File: src/rtl/alu_pkg.sv
// Shared types for the multi-cycle ALU: op codes, FSM states and shift modes.
package alu_pkg;

  typedef enum logic [3:0] {
    OP_OR  = 4'b0000,
    OP_AND = 4'b0001,
    OP_SUB = 4'b0010,
    OP_ADD = 4'b0011,
    OP_XOR = 4'b0100,
    OP_SLL = 4'b1100,
    OP_SRL = 4'b1101,
    OP_SRA = 4'b1110
  } alu_op_e;

  typedef enum logic [1:0] {
    ST_IDLE  = 2'd0,
    ST_SHIFT = 2'd1,
    ST_DONE  = 2'd2
  } alu_state_e;

  // Low two bits of the shift op codes select the shifter mode.
  typedef enum logic [1:0] {
    SH_LL = 2'b00,
    SH_RL = 2'b01,
    SH_RA = 2'b10
  } shift_mode_e;

  function automatic logic is_shift(input logic [3:0] op);
    return (op == OP_SLL) || (op == OP_SRL) || (op == OP_SRA);
  endfunction

endpackage

File: src/rtl/alu_desplazador.sv
// Iterative shifter: loads operand and amount, then moves one bit per step,
// exposing the next value and the bit leaving the register on that step.
module alu_desplazador
  import alu_pkg::*;
#(
  parameter int N  = 8,
  parameter int CW = $clog2(N + 1)
) (
  input  logic          clk_i,
  input  logic          rst_i,
  input  logic          load_i,
  input  logic          step_i,
  input  logic [1:0]    mode_i,
  input  logic [N-1:0]  data_i,
  input  logic [CW-1:0] amt_i,
  output logic          busy_o,
  output logic          last_o,
  output logic [N-1:0]  nxt_o,
  output logic          out_bit_o
);

  logic [N-1:0]  sh_q, sh_d;
  logic [CW-1:0] cnt_q, cnt_d;
  logic [1:0]    mode_q, mode_d;
  logic          fill;

  always_comb begin
    fill = (mode_q == SH_RA) ? sh_q[N-1] : 1'b0;
    if (mode_q == SH_LL) begin
      nxt_o     = {sh_q[N-2:0], 1'b0};
      out_bit_o = sh_q[N-1];
    end else begin
      nxt_o     = {fill, sh_q[N-1:1]};
      out_bit_o = sh_q[0];
    end
  end

  always_comb begin
    sh_d   = sh_q;
    cnt_d  = cnt_q;
    mode_d = mode_q;
    if (load_i) begin
      sh_d   = data_i;
      cnt_d  = amt_i;
      mode_d = mode_i;
    end else if (step_i && busy_o) begin
      sh_d  = nxt_o;
      cnt_d = cnt_q - CW'(1);
    end
  end

  assign busy_o = (cnt_q != '0);
  assign last_o = (cnt_q == CW'(1));

  always_ff @(posedge clk_i or posedge rst_i) begin
    if (rst_i) begin
      sh_q   <= '0;
      cnt_q  <= '0;
      mode_q <= SH_LL;
    end else begin
      sh_q   <= sh_d;
      cnt_q  <= cnt_d;
      mode_q <= mode_d;
    end
  end

endmodule

File: src/rtl/alu_multiciclo.sv
// Registered N-bit ALU with start/ready/done handshake, stored carry for
// multi-word chaining and an iterative shifter for SLL/SRL/SRA.
module alu_multiciclo
  import alu_pkg::*;
#(
  parameter int N = 8
) (
  input  logic         clk_i,
  input  logic         rst_i,
  input  logic         start_i,
  input  logic [3:0]   op_i,
  input  logic [N-1:0] a_i,
  input  logic [N-1:0] b_i,
  input  logic         cin_i,
  input  logic         cin_sel_i,
  output logic         ready_o,
  output logic         done_o,
  output logic [N-1:0] result_o,
  output logic         carry_o,
  output logic         zero_o,
  output logic         neg_o,
  output logic         ovf_o
);

  localparam int CW = $clog2(N + 1);
  localparam logic [CW-1:0] KMAX = CW'(N);

  alu_state_e   state_q, state_d;
  logic [N-1:0] result_q, result_d;
  logic         carry_q, carry_d, zero_q, zero_d;
  logic         neg_q, neg_d, ovf_q, ovf_d;
  logic         ready_q, ready_d, done_q, done_d;

  logic          accept, cin_eff;
  logic [CW-1:0] k;
  logic [N:0]    sum, diff;
  logic [N-1:0]  alu_r;
  logic          alu_c, alu_v;

  logic          sh_load, sh_step, sh_busy, sh_last, sh_out;
  logic [N-1:0]  sh_nxt;

  assign accept  = start_i && ready_q;
  assign cin_eff = cin_sel_i ? carry_q : cin_i;
  // Amounts of N or more saturate to a full shift.
  assign k = ({1'b0, b_i} >= (N+1)'(N)) ? KMAX : b_i[CW-1:0];

  always_comb begin
    sum   = {1'b0, a_i} + {1'b0, b_i} + {{N{1'b0}}, cin_eff};
    diff  = {1'b0, a_i} - {1'b0, b_i} - {{N{1'b0}}, cin_eff};
    alu_r = '0;
    alu_c = 1'b0;
    alu_v = 1'b0;
    case (alu_op_e'(op_i))
      OP_OR:  alu_r = a_i | b_i;
      OP_AND: alu_r = a_i & b_i;
      OP_XOR: alu_r = a_i ^ b_i;
      OP_ADD: begin
        alu_r = sum[N-1:0];
        alu_c = sum[N];
        alu_v = (a_i[N-1] == b_i[N-1]) && (sum[N-1] != a_i[N-1]);
      end
      OP_SUB: begin
        alu_r = diff[N-1:0];
        alu_c = diff[N];
        alu_v = (a_i[N-1] != b_i[N-1]) && (diff[N-1] != a_i[N-1]);
      end
      // Only reached for zero-amount shifts: result is A, carry 0.
      OP_SLL, OP_SRL, OP_SRA: alu_r = a_i;
      default: alu_r = '0;
    endcase
  end

  alu_desplazador #(.N(N), .CW(CW)) u_desplazador (
    .clk_i     (clk_i),
    .rst_i     (rst_i),
    .load_i    (sh_load),
    .step_i    (sh_step),
    .mode_i    (op_i[1:0]),
    .data_i    (a_i),
    .amt_i     (k),
    .busy_o    (sh_busy),
    .last_o    (sh_last),
    .nxt_o     (sh_nxt),
    .out_bit_o (sh_out)
  );

  always_comb begin
    state_d  = state_q;
    result_d = result_q;
    carry_d  = carry_q;
    zero_d   = zero_q;
    neg_d    = neg_q;
    ovf_d    = ovf_q;
    ready_d  = ready_q;
    done_d   = 1'b0;
    sh_load  = 1'b0;
    sh_step  = 1'b0;
    case (state_q)
      ST_IDLE: begin
        if (accept) begin
          ready_d = 1'b0;
          if (is_shift(op_i) && (k != '0)) begin
            sh_load = 1'b1;
            state_d = ST_SHIFT;
          end else begin
            result_d = alu_r;
            carry_d  = alu_c;
            zero_d   = (alu_r == '0);
            neg_d    = alu_r[N-1];
            ovf_d    = alu_v;
            done_d   = 1'b1;
            state_d  = ST_DONE;
          end
        end
      end
      ST_SHIFT: begin
        sh_step = 1'b1;
        if (sh_last || !sh_busy) begin
          result_d = sh_nxt;
          carry_d  = sh_out;
          zero_d   = (sh_nxt == '0);
          neg_d    = sh_nxt[N-1];
          ovf_d    = 1'b0;
          done_d   = 1'b1;
          state_d  = ST_DONE;
        end
      end
      ST_DONE: begin
        ready_d = 1'b1;
        state_d = ST_IDLE;
      end
      default: begin
        ready_d = 1'b1;
        state_d = ST_IDLE;
      end
    endcase
  end

  always_ff @(posedge clk_i or posedge rst_i) begin
    if (rst_i) begin
      state_q  <= ST_IDLE;
      result_q <= '0;
      carry_q  <= 1'b0;
      zero_q   <= 1'b0;
      neg_q    <= 1'b0;
      ovf_q    <= 1'b0;
      ready_q  <= 1'b1;
      done_q   <= 1'b0;
    end else begin
      state_q  <= state_d;
      result_q <= result_d;
      carry_q  <= carry_d;
      zero_q   <= zero_d;
      neg_q    <= neg_d;
      ovf_q    <= ovf_d;
      ready_q  <= ready_d;
      done_q   <= done_d;
    end
  end

  assign ready_o  = ready_q;
  assign done_o   = done_q;
  assign result_o = result_q;
  assign carry_o  = carry_q;
  assign zero_o   = zero_q;
  assign neg_o    = neg_q;
  assign ovf_o    = ovf_q;

endmodule

File: config.mk
export PLATFORM = sky130hd
export DESIGN_NAME = alu_multiciclo
export DESIGN_NICKNAME = d
export VERILOG_FILES = /design/src/rtl/alu_pkg.sv /design/src/rtl/alu_desplazador.sv /design/src/rtl/alu_multiciclo.sv
export SDC_FILE = /design/constraint.sdc
export NUM_CORES = 1
export LEC_CHECK = 0
export CORE_ASPECT_RATIO = 0.6
export CORE_UTILIZATION = 25
export DETAILED_ROUTE_END_ITERATION = 8
export PLACE_DENSITY = 0.5
export SETUP_SLACK_MARGIN = 0.1
export SKIP_LAST_GASP = 1
export SYNTH_ARGS = -nofsm -noshare
export SYNTH_HDL_FRONTEND = slang
export SYNTH_SLANG_ARGS = --single-unit
export TNS_END_PERCENT = 30
File: constraint.sdc
create_clock -name clk_i -period 8.63 [get_ports clk_i]
set_input_delay 1.726 -clock clk_i [delete_from_list [all_inputs] [get_ports clk_i]]
set_output_delay 1.726 -clock clk_i [all_outputs]
set_load 0.1 [all_outputs]
==> results of run 1 <==
==> cells by family after synthesis <==
logic type | Yosys count
simple gates | 123
buf+inv | 49
flops | 29
fa+ha+maj | 36
compound gates | 101
mux | 15
xor+xnor | 15
==> worst max path at each step <==
stage	endpoint	slack [ns]
2_1_floorplan	result_o[7]	4.34
3_3_place_gp	result_o[7]	3.44
3_5_place_dp	result_o[7]	3.37
4_1_cts	result_o[7]	3.66
5_1_grt	result_o[7]	3.42
6_report	result_o[7]	3.64
==> cell type report <==
cell class / count / share of cell area, %
well taps: 160 / 5.450
multi-input cells: 290 / 56.64
clock buffers: 6 / 3.508
inverters: 31 / 3.168
repair buffers: 42 / 11.17
clock inverters: 2 / 0.2725
flip-flops and latches: 29 / 19.79
==> stage by stage <==
step,instances,hold slack [ns],power (uW)
after floorplan,368,0.5087,730.5
after global placement,552,0.4693,885.9
after detailed placement,552,0.4711,891.1
after CTS,560,0.4824,1064
after global routing,560,0.5057,1132
final,560,0.4768,1060
==> layer usage <==
| metal | routed length, um | share of wire, % | global-route usage [%] | vias up |
|---|---|---|---|---|
| met1 | 5339 | 56 | 27.43 | 1337 |
| li1 | - | - | - | 1370 |
| met2 | 3428 | 36 | 20.92 | 114 |
| met3 | 788 | 8.2 | 3.958 | 5 |
| met4 | 35 | 0.36 | 2.418 | 0 |
| met5 | 0 | 0 | 0 | - |
==> state kept, by name, indices dropped and copies added, names as in the netlist, 2 cells and up <==
name,cells
u_desplazador.mode_q,2
result_o,8
u_desplazador.cnt_q,4
u_desplazador.sh_q,8
state_q,2
==> where the power goes <==
part / total, uW / switching [uW] / internal, uW
Combinational: 638 / 437 / 201
Clock: 166 / 60.1 / 106
Sequential: 257 / 60.5 / 196
Total: 1060 / 558 / 502
==> cells in the final DEF, fill, tap and decap left out, types with 6 or more instances in the layout <==
cell | netlist | layout
dfrtp_1 | 28 | 28
mux2i_1 | 12 | 12
nand2_1 | 43 | 43
clkdlybuf4s50_1 | 0 | 38
o21ai_0 | 26 | 26
inv_1 | 31 | 31
xor2_1 | 6 | 6
nand2b_1 | 6 | 6
nor3_1 | 8 | 8
nand3_1 | 7 | 7
nor2_1 | 31 | 31
a21oi_1 | 18 | 18
xnor2_1 | 9 | 9
ha_1 | 32 | 32
==> critical path: stages <==
cell	delay [ns]
clkdlybuf4s50_1	0.47
mux2i_1	0.48
inv_1	0.11
fa_1	0.55
inv_1	0.06
ha_1	0.17
o21ai_1	0.16
nand3_1	0.11
nor4b_1	0.16
a311oi_1	0.39
nor2b_1	0.09
a2111o_1	0.41
o221a_2	0.25
==> flow_summary.toml, run 1 <==
[outcome]
outcome = "finished clean"

[worst_setup_path]
endpoint_kind = "flop"
arrival_ns = 5.15
reg2regPathDepth = 12
r2r_setup_slack_ns = 5.21
rr_endpoint = "result_o[7]"
crit_type = "in2reg"
start_kind = "input port"
critPathRequiredTime_ns = 8.79
cp_max_fo = 3
worst_r2r_startpoint = "carry_o"
critical_path.startpoint = "cin_sel_i"

[synthesis]
avgSynthCellArea_um2 = 8.160
yosysMostFrequentCell = "nand2_1"
ys_seq_elements = 29
synthMuxAreaShare_pct = 5.125
ys_seq_area_share_pct = 24.21
async_reset_ff_share_pct = 100.0
synth_common_cells = "nand2_1 (43), ha_1 (32), inv_1 (31), nor2_1 (31), dfrtp_1 (28)"
synthTopCellsByArea = "dfrtp_1 (23%), ha_1 (13%), nand2_1 (5.4%), o21ai_0 (4.3%), mux2i_1 (4.0%)"
synth-simple-area-share_pct = 20.21
synth_top_family_by_area = "compound AO/OA/AOI/OAI gates"
synth_adder_area_share_pct = 16.00
synth_area_leader_cell = "dfrtp_1"
synth_edf_count = 0
synth-main-ff-cell = "dfrtp_1"
synth_cell_types = 63
yosys_warnings = 0
synth_compound_area_share_pct = 23.58
syn_nets = 429
yosys.area.top_type_share_pct = 23.33
synthXorXnorAreaFrac_pct = 4.375
netlist_instances = 368
syn_area_um2 = 3003

[placement]
pre_cts_slack_ns = 3.372
numPortBuffers = 38
placed_cell_area_um2 = 3535
dp_hpwl_mm = 7.499
gp_congestion = 0.8406

[floorplan]
dieArea_um2 = 12470
start_util_pct = 26.14
ios = 39
core_area_um2 = 11490
die_w_um = 143.5
die_h_um = 86.90
rows = 30

[layout]
final_cell_area_um2 = 3674
ff_latch_area_um2 = 726.9
nFillCells = 1235
multiInputGateArea_um2 = 2081
num_antenna_cells = 0
drive_gt1_share_pct = 6.250
nNetsFinal = 460
post-route-util_pct = 31.98
area_growth_pct = 22.33

[clock_tree]
cts_buffers = 5
post_cts_buffers = 0
htree_levels = 2
clk_latency_ns = 0.28
clockBufferDepth = 2
cts.sinks = 29
cts_tree = "done"
path_clk_slew_ns = 0.05
cts_resized = 0
cts_hold_buf = 0
root_buffer = "clkbuf_16"

[power]
irDropWorstVdd_uv = 84.72
power.leakage_uw = 0.001592
power.density_cell_area_nw_per_um2 = 288.7

[sta]
rsz0062_at_grt = "false"
slew_viol_final = 0
max_freq_mhz = 200.4
fin_worst_skew_ns = 0.004099
worst_pin_slew_ns = 0.9727
final.min_clock_period_ns = 4.989
fin_setup_tns_ns = 0
hold_violations = 0
setup_viol = 0
relSlewSlack_pct = 34.95
period_share_pct = 57.81
setup_ws_ns = 3.641

[drt]
vias = 2826
wl_mm = 9.591
drt_pre_antenna_iters = 5
dr.first_iter.drc_count = 255
route.detailed.drc = 0
vias_per_cell = 5.046
post_drt_wl_per_cell_um = 17.13
ant_nets = 0

[hold_path]
whs_path_depth = 2
hold_path_class = "reg2reg"
min_to = "result_o[5]"
min_from = "result_o[5]"

[grt]
grt_max_degree = 30
antenna_found_initial = 0
grt_pass1_vias = 2712
grt_pass1_wl_mm = 15.53
grt-ovfl-total = 0
track_usage_pct = 16.60

[job]
max_cap_viol_count = 0
(Power assumes the default switching activity.)
==> run 2: changes to the inputs <==
--- a/config.mk
+++ b/config.mk
@@ -8,7 +8,7 @@
 export CORE_ASPECT_RATIO = 0.6
 export CORE_UTILIZATION = 25
 export DETAILED_ROUTE_END_ITERATION = 8
-export PLACE_DENSITY = 0.5
+export PLACE_DENSITY = 0.52
 export SETUP_SLACK_MARGIN = 0.1
 export SKIP_LAST_GASP = 1
 export SYNTH_ARGS = -nofsm -noshare
==> constraint.sdc (replaced) <==
create_clock -name clk_i -period 4.1 [get_ports clk_i]
set_input_delay 0.82 -clock clk_i [delete_from_list [all_inputs] [get_ports clk_i]]
set_output_delay 0.82 -clock clk_i [all_outputs]
set_load 0.1 [all_outputs]
==> flow_summary.toml, run 2 (synthesis results as in run 1) <==
[sta]
slew_viol_final = 0
period_share_pct = 91.68
max_freq_mhz = 266.0
hold_violations = 0
relSlewSlack_pct = 33.47
rsz0062_at_grt = "false"
fin_worst_skew_ns = 0.003381
final.min_clock_period_ns = 3.759
fin_setup_tns_ns = 0
worst_pin_slew_ns = 0.9948
setup_viol = 0

[floorplan]
ios = 39
core_area_um2 = 11490
rows = 30
start_util_pct = 26.14
die_w_um = 143.5
dieArea_um2 = 12470
die_h_um = 86.90

[clock_tree]
post_cts_buffers = 0
path_clk_slew_ns = 0.05
cts_tree = "done"
cts_hold_buf = 0
cts_buffers = 5
cts_resized = 0
htree_levels = 2
root_buffer = "clkbuf_16"
clk_latency_ns = 0.27
cts.sinks = 29
clockBufferDepth = 2

[power]
switching_share_pct = 50.20
p_switching_uw = 1179
combPwrFrac_pct = 58.9
seqPwrFrac_pct = 23.0
power.density_cell_area_nw_per_um2 = 615.3
power.leakage_uw = 0.001673
clkPwrFrac_pct = 18.1
p_int_uw = 1169
irDropWorstVdd_uv = 237.8

[placement]
gp_congestion = 0.8804
numPortBuffers = 38
placed_cell_area_um2 = 3640
dp_hpwl_mm = 7.866

[worst_setup_path]
cp_max_fo = 3
critPathRequiredTime_ns = 4.26
r2r_setup_slack_ns = 1.02
crit_buf_inv = 4
endpoint_kind = "flop"
critical_path.startpoint = "cin_sel_i"
cpLargestDelayFamily = "compound AO/OA/AOI/OAI gates"
slowest_delay_ns = 0.52
cp_common_cell = "inv_1"
cp_num_cells = 14
crit_type = "in2reg"
rr_endpoint = "result_o[7]"
cpMaxStageDelayCell = "fa_1"
reg2regPathDepth = 13
worst_r2r_startpoint = "carry_o"
start_kind = "input port"
crit_path_cell_trace = "clkdlybuf4s50_1 -> mux2i_1 -> buf_4 -> inv_1 -> fa_1 -> inv_1 -> ha_1 -> o21ai_2 -> nand3_1 -> nor4b_1 -> a311oi_1 -> nor2b_1 -> a2111o_1 -> o221a_2"
crit_end = "result_o[7]"
arrival_ns = 3.92

[layout]
final_cell_area_um2 = 3816
final_cell_mix = "nand2_1 (43), clkdlybuf4s50_1 (38), ha_1 (32)"
layout_commonest_cell = "nand2_1"
num_antenna_cells = 0
drive_gt1_share_pct = 9.662
area_growth_pct = 27.08
nNetsFinal = 474
nFillCells = 1231

[drt]
wl_met3_um = 604
vias_per_cell = 5.000
dr.first_iter.drc_count = 247
drt-met1-wl_mm = 5.559
route.detailed.drc = 0
vias = 2870
post_drt_wl_per_cell_um = 16.51
ant_nets = 0
highest_layer = "met4"
wl_mm = 9.475
drt_pre_antenna_iters = 5
wl_met2_mm = 3.291

[grt]
track_usage_pct = 16.41
grt-ovfl-total = 0
grt_max_degree = 30
grt_pass1_wl_mm = 15.41
grt_pass1_vias = 2749
antenna_found_initial = 0

[hold_path]
hold_path_class = "reg2reg"

[outcome]
outcome = "finished clean"

[job]
max_cap_viol_count = 0
-- run 2: changes by cell type in the layout (fill, tap and decap cells not counted), sizes merged --
cell,previous run,this run
clkinv,2,0
buf,4,18
clkbuf,6,7
bufinv,0,1
-- run 2: per-layer routing --
layer	GRT usage (%)	vias up
met5	0	-
met1	28.22	1365
met4	1.161	0
met3	3.518	4
li1	-	1404
met2	20.12	97
-- run 2: worst reg2reg max path: cells and delay by family, from the launching register on --
kind                       cells  cell delay [ns]
AOI/OAI and AO/OA              4             1.08
adders and majority gates      2             0.70
buffers and inverters          3             0.27
DFF                            1             0.39
muxes                          1             0.15
and+or+nand+nor                3             0.38
-- run 2: final cells by class --
class,instances,area [um^2],share of cell area (%)
clock buffers,7,142.6,3.738
clock inverters,1,30.03,0.7869
inverters,31,116.4,3.049
multi-input cells,290,2085,54.62
flip-flops and latches,29,726.9,19.05
well taps,160,200.2,5.246
repair buffers,56,515.5,13.51
-- run 2: how the worst min path moves through the flow --
stage | from | to | cells after the start
floorplan | state_q[1] | ready_o | 2
global placement | result_o[0] | result_o[0] | 1
detailed placement | result_o[5] | result_o[5] | 2
CTS | result_o[5] | result_o[5] | 2
global route | result_o[0] | result_o[0] | 1
finish | result_o[3] | result_o[3] | 2
-- run 2: power groups by stage --
stage	clock, uW	sequential (uW)	combinational [uW]
floorplan	0	895	643
global placement	0	539	1360
detailed placement	0	542	1370
CTS	435	538	1370
global route	454	561	1490
finish	425	540	1380
-- run 2: stage by stage --
| step | util [%] | hold slack, ns | cells | setup slack, ns | total power, uW |
|---|---|---|---|---|---|
| final | 33.22 | 0.4830 | 574 | 0.3411 | 2348 |
| after global routing | 33.22 | 0.5162 | 574 | 0.1338 | 2503 |
| after CTS | 33.19 | 0.4909 | 574 | 0.2821 | 2347 |
| after detailed placement | 31.69 | 0.4798 | 566 | 0.01307 | 1911 |
| after global placement | 31.69 | 0.4723 | 566 | 0.06912 | 1902 |
| after floorplan | - | 0.5087 | 368 | 0.6692 | 1538 |
==> run 3: changes to the inputs <==
==> constraint.sdc (replaced) <==
create_clock -name clk_i -period 3.4 [get_ports clk_i]
set_input_delay 0.68 -clock clk_i [delete_from_list [all_inputs] [get_ports clk_i]]
set_output_delay 0.68 -clock clk_i [all_outputs]
set_load 0.1 [all_outputs]
==> flow_summary.toml, run 3 (synthesis results as in run 1) <==
[outcome]
outcome = "finished clean"

[drt]
dr.first_iter.drc_count = 223
route.detailed.drc = 0
vias = 3075
ant_nets = 0
post_drt_wl_per_cell_um = 16.36
drt_pre_antenna_iters = 4
wl_mm = 10.14
vias_per_cell = 4.960

[placement]
dp_hpwl_mm = 8.261
placed_cell_area_um2 = 3941
numPortBuffers = 38
dp_cells = 610
gp_congestion = 0.8769

[floorplan]
dieArea_um2 = 12470
rows = 30
ios = 39
core_area_um2 = 11490
die_w_um = 143.5
die_h_um = 86.90
start_util_pct = 26.14

[clock_tree]
cts_tree = "done"
clockBufferDepth = 2
clk_latency_ns = 0.28
cts_buffers = 5
htree_levels = 2
root_buffer = "clkbuf_16"
cts.sinks = 29
cts_hold_buf = 0
path_clk_slew_ns = 0.05

[power]
seqPwrFrac_pct = 23.3
power.density_cell_area_nw_per_um2 = 683.1
irDropWorstVdd_uv = 255.9
finalPower_uw = 2820
power.leakage_uw = 0.001904
clkPwrFrac_pct = 15.1
switching_share_pct = 51.75
p_int_uw = 1361
p_switching_uw = 1460
combPwrFrac_pct = 61.6

[hold_path]
min_from = "result_o[1]"
whs_path_depth = 2
hold_path_class = "reg2reg"
min_to = "result_o[1]"

[layout]
final_cell_area_um2 = 4129
nNetsFinal = 520
drive_gt1_share_pct = 23.48
layout_commonest_cell = "buf_4"
nFillCells = 1216
num_antenna_cells = 0
multiInputGateArea_um2 = 2116
final_cell_mix = "buf_4 (76), nand2_1 (43), ha_1 (32)"
fin_cells = 620
ff_latch_area_um2 = 728.2
area_growth_pct = 37.50

[job]
max_cap_viol_count = 0

[worst_setup_path]
critPathRequiredTime_ns = 3.59
crit_type = "in2reg"
start_kind = "input port"
arrival_ns = 3.47
endpoint_kind = "flop"
reg2regPathDepth = 14
r2r_setup_slack_ns = 0.34
worst_r2r_startpoint = "carry_o"
cp_max_fo = 3
rr_endpoint = "ovf_o"

[sta]
period_share_pct = 96.67
holdWs_ns = 0.4793
fin_worst_skew_ns = 0.003184
max_freq_mhz = 304.2
fin_setup_tns_ns = 0
worst_pin_slew_ns = 0.9658
relSlewSlack_pct = 35.41
setup_viol = 0
hold_violations = 0
rsz0062_at_grt = "true"
slew_viol_final = 0
final.min_clock_period_ns = 3.287

[grt]
antenna_found_initial = 0
grt_max_degree = 30
grt-ovfl-total = 0
grt_pass1_wl_mm = 16.00
track_usage_pct = 17.13
grt_pass1_vias = 2872
[run 3: cell count changes in the layout (fill, tap and decap cells not counted), moves of 2 or more]
| cell | delta |
|---|---|
| fa_2 | +3 |
| fa_1 | -3 |
| buf_4 | +58 |
| clkdlybuf4s50_1 | -16 |
| dlygate4sd2_1 | +2 |
| o21ai_0 | -2 |
| o21ai_1 | +2 |
| clkinv_2 | +2 |
[run 3: how the worst max path moves through the flow]
stage / from / end
floorplan: cin_sel_i / result_o[7]
global placement: cin_sel_i / result_o[7]
finish: cin_i / ovf_o
global route: cin_i / ovf_o
CTS: a_i[0] / ovf_o
detailed placement: cin_sel_i / result_o[7]
[run 3: layout make-up]
type	count	area share, %
clock buffers	5	3.030
repair buffers	102	20.00
clock inverters	3	0.4242
multi-input cells	290	51.24
well taps	160	4.848
flip-flops and latches	29	17.64
inverters	31	2.818
[run 3: critical path, cell delays in order]
cell	delay, ns
dlygate4sd2_1	0.26
mux2i_4	0.23
inv_2	0.06
fa_2	0.55
inv_1	0.05
ha_1	0.18
o21ai_2	0.13
nand3_1	0.11
nor4b_1	0.17
a311oi_2	0.36
buf_4	0.17
buf_4	0.09
xnor2_1	0.10
a32oi_1	0.11
o31ai_1	0.22
[run 3: power by group through the flow]
stage	logic [uW]	clock network, uW	registers (uW)
final	1740	426	657
after detailed placement	1700	0	654
after floorplan	775	0	1080
after global placement	1680	0	647
after CTS	1730	440	653
after global routing	1870	464	677
[run 3: per-layer routing]
| layer | vias to the layer above | track usage (%) | part of all wire [%] |
|---|---|---|---|
| met5 | - | 0 | 0 |
| met4 | 0 | 2.321 | 0.35 |
| met1 | 1461 | 28.46 | 56 |
| li1 | 1486 | - | - |
| met2 | 123 | 21.54 | 35 |
| met3 | 5 | 3.958 | 8.9 |
[run 3: repair_timing]
| item | CTS | global route |
|---|---|---|
| gates resized for setup | 13 | 4 |
| buffers inserted | 2 | 0 |
| endpoints found under the setup margin | 10 | 6 |
| endpoints found under the hold margin | 0 | 0 |
| pin swaps | 6 | 2 |
[run 3: metrics by stage]
stage / setup slack [ns] / util, %
after CTS: 0.1116 / 35.90
after global routing: 0.001995 / 35.95
after global placement: -0.7130 / 34.31
final: 0.1132 / 35.95
after detailed placement: -0.8130 / 34.31
after floorplan: 0.1611 / -
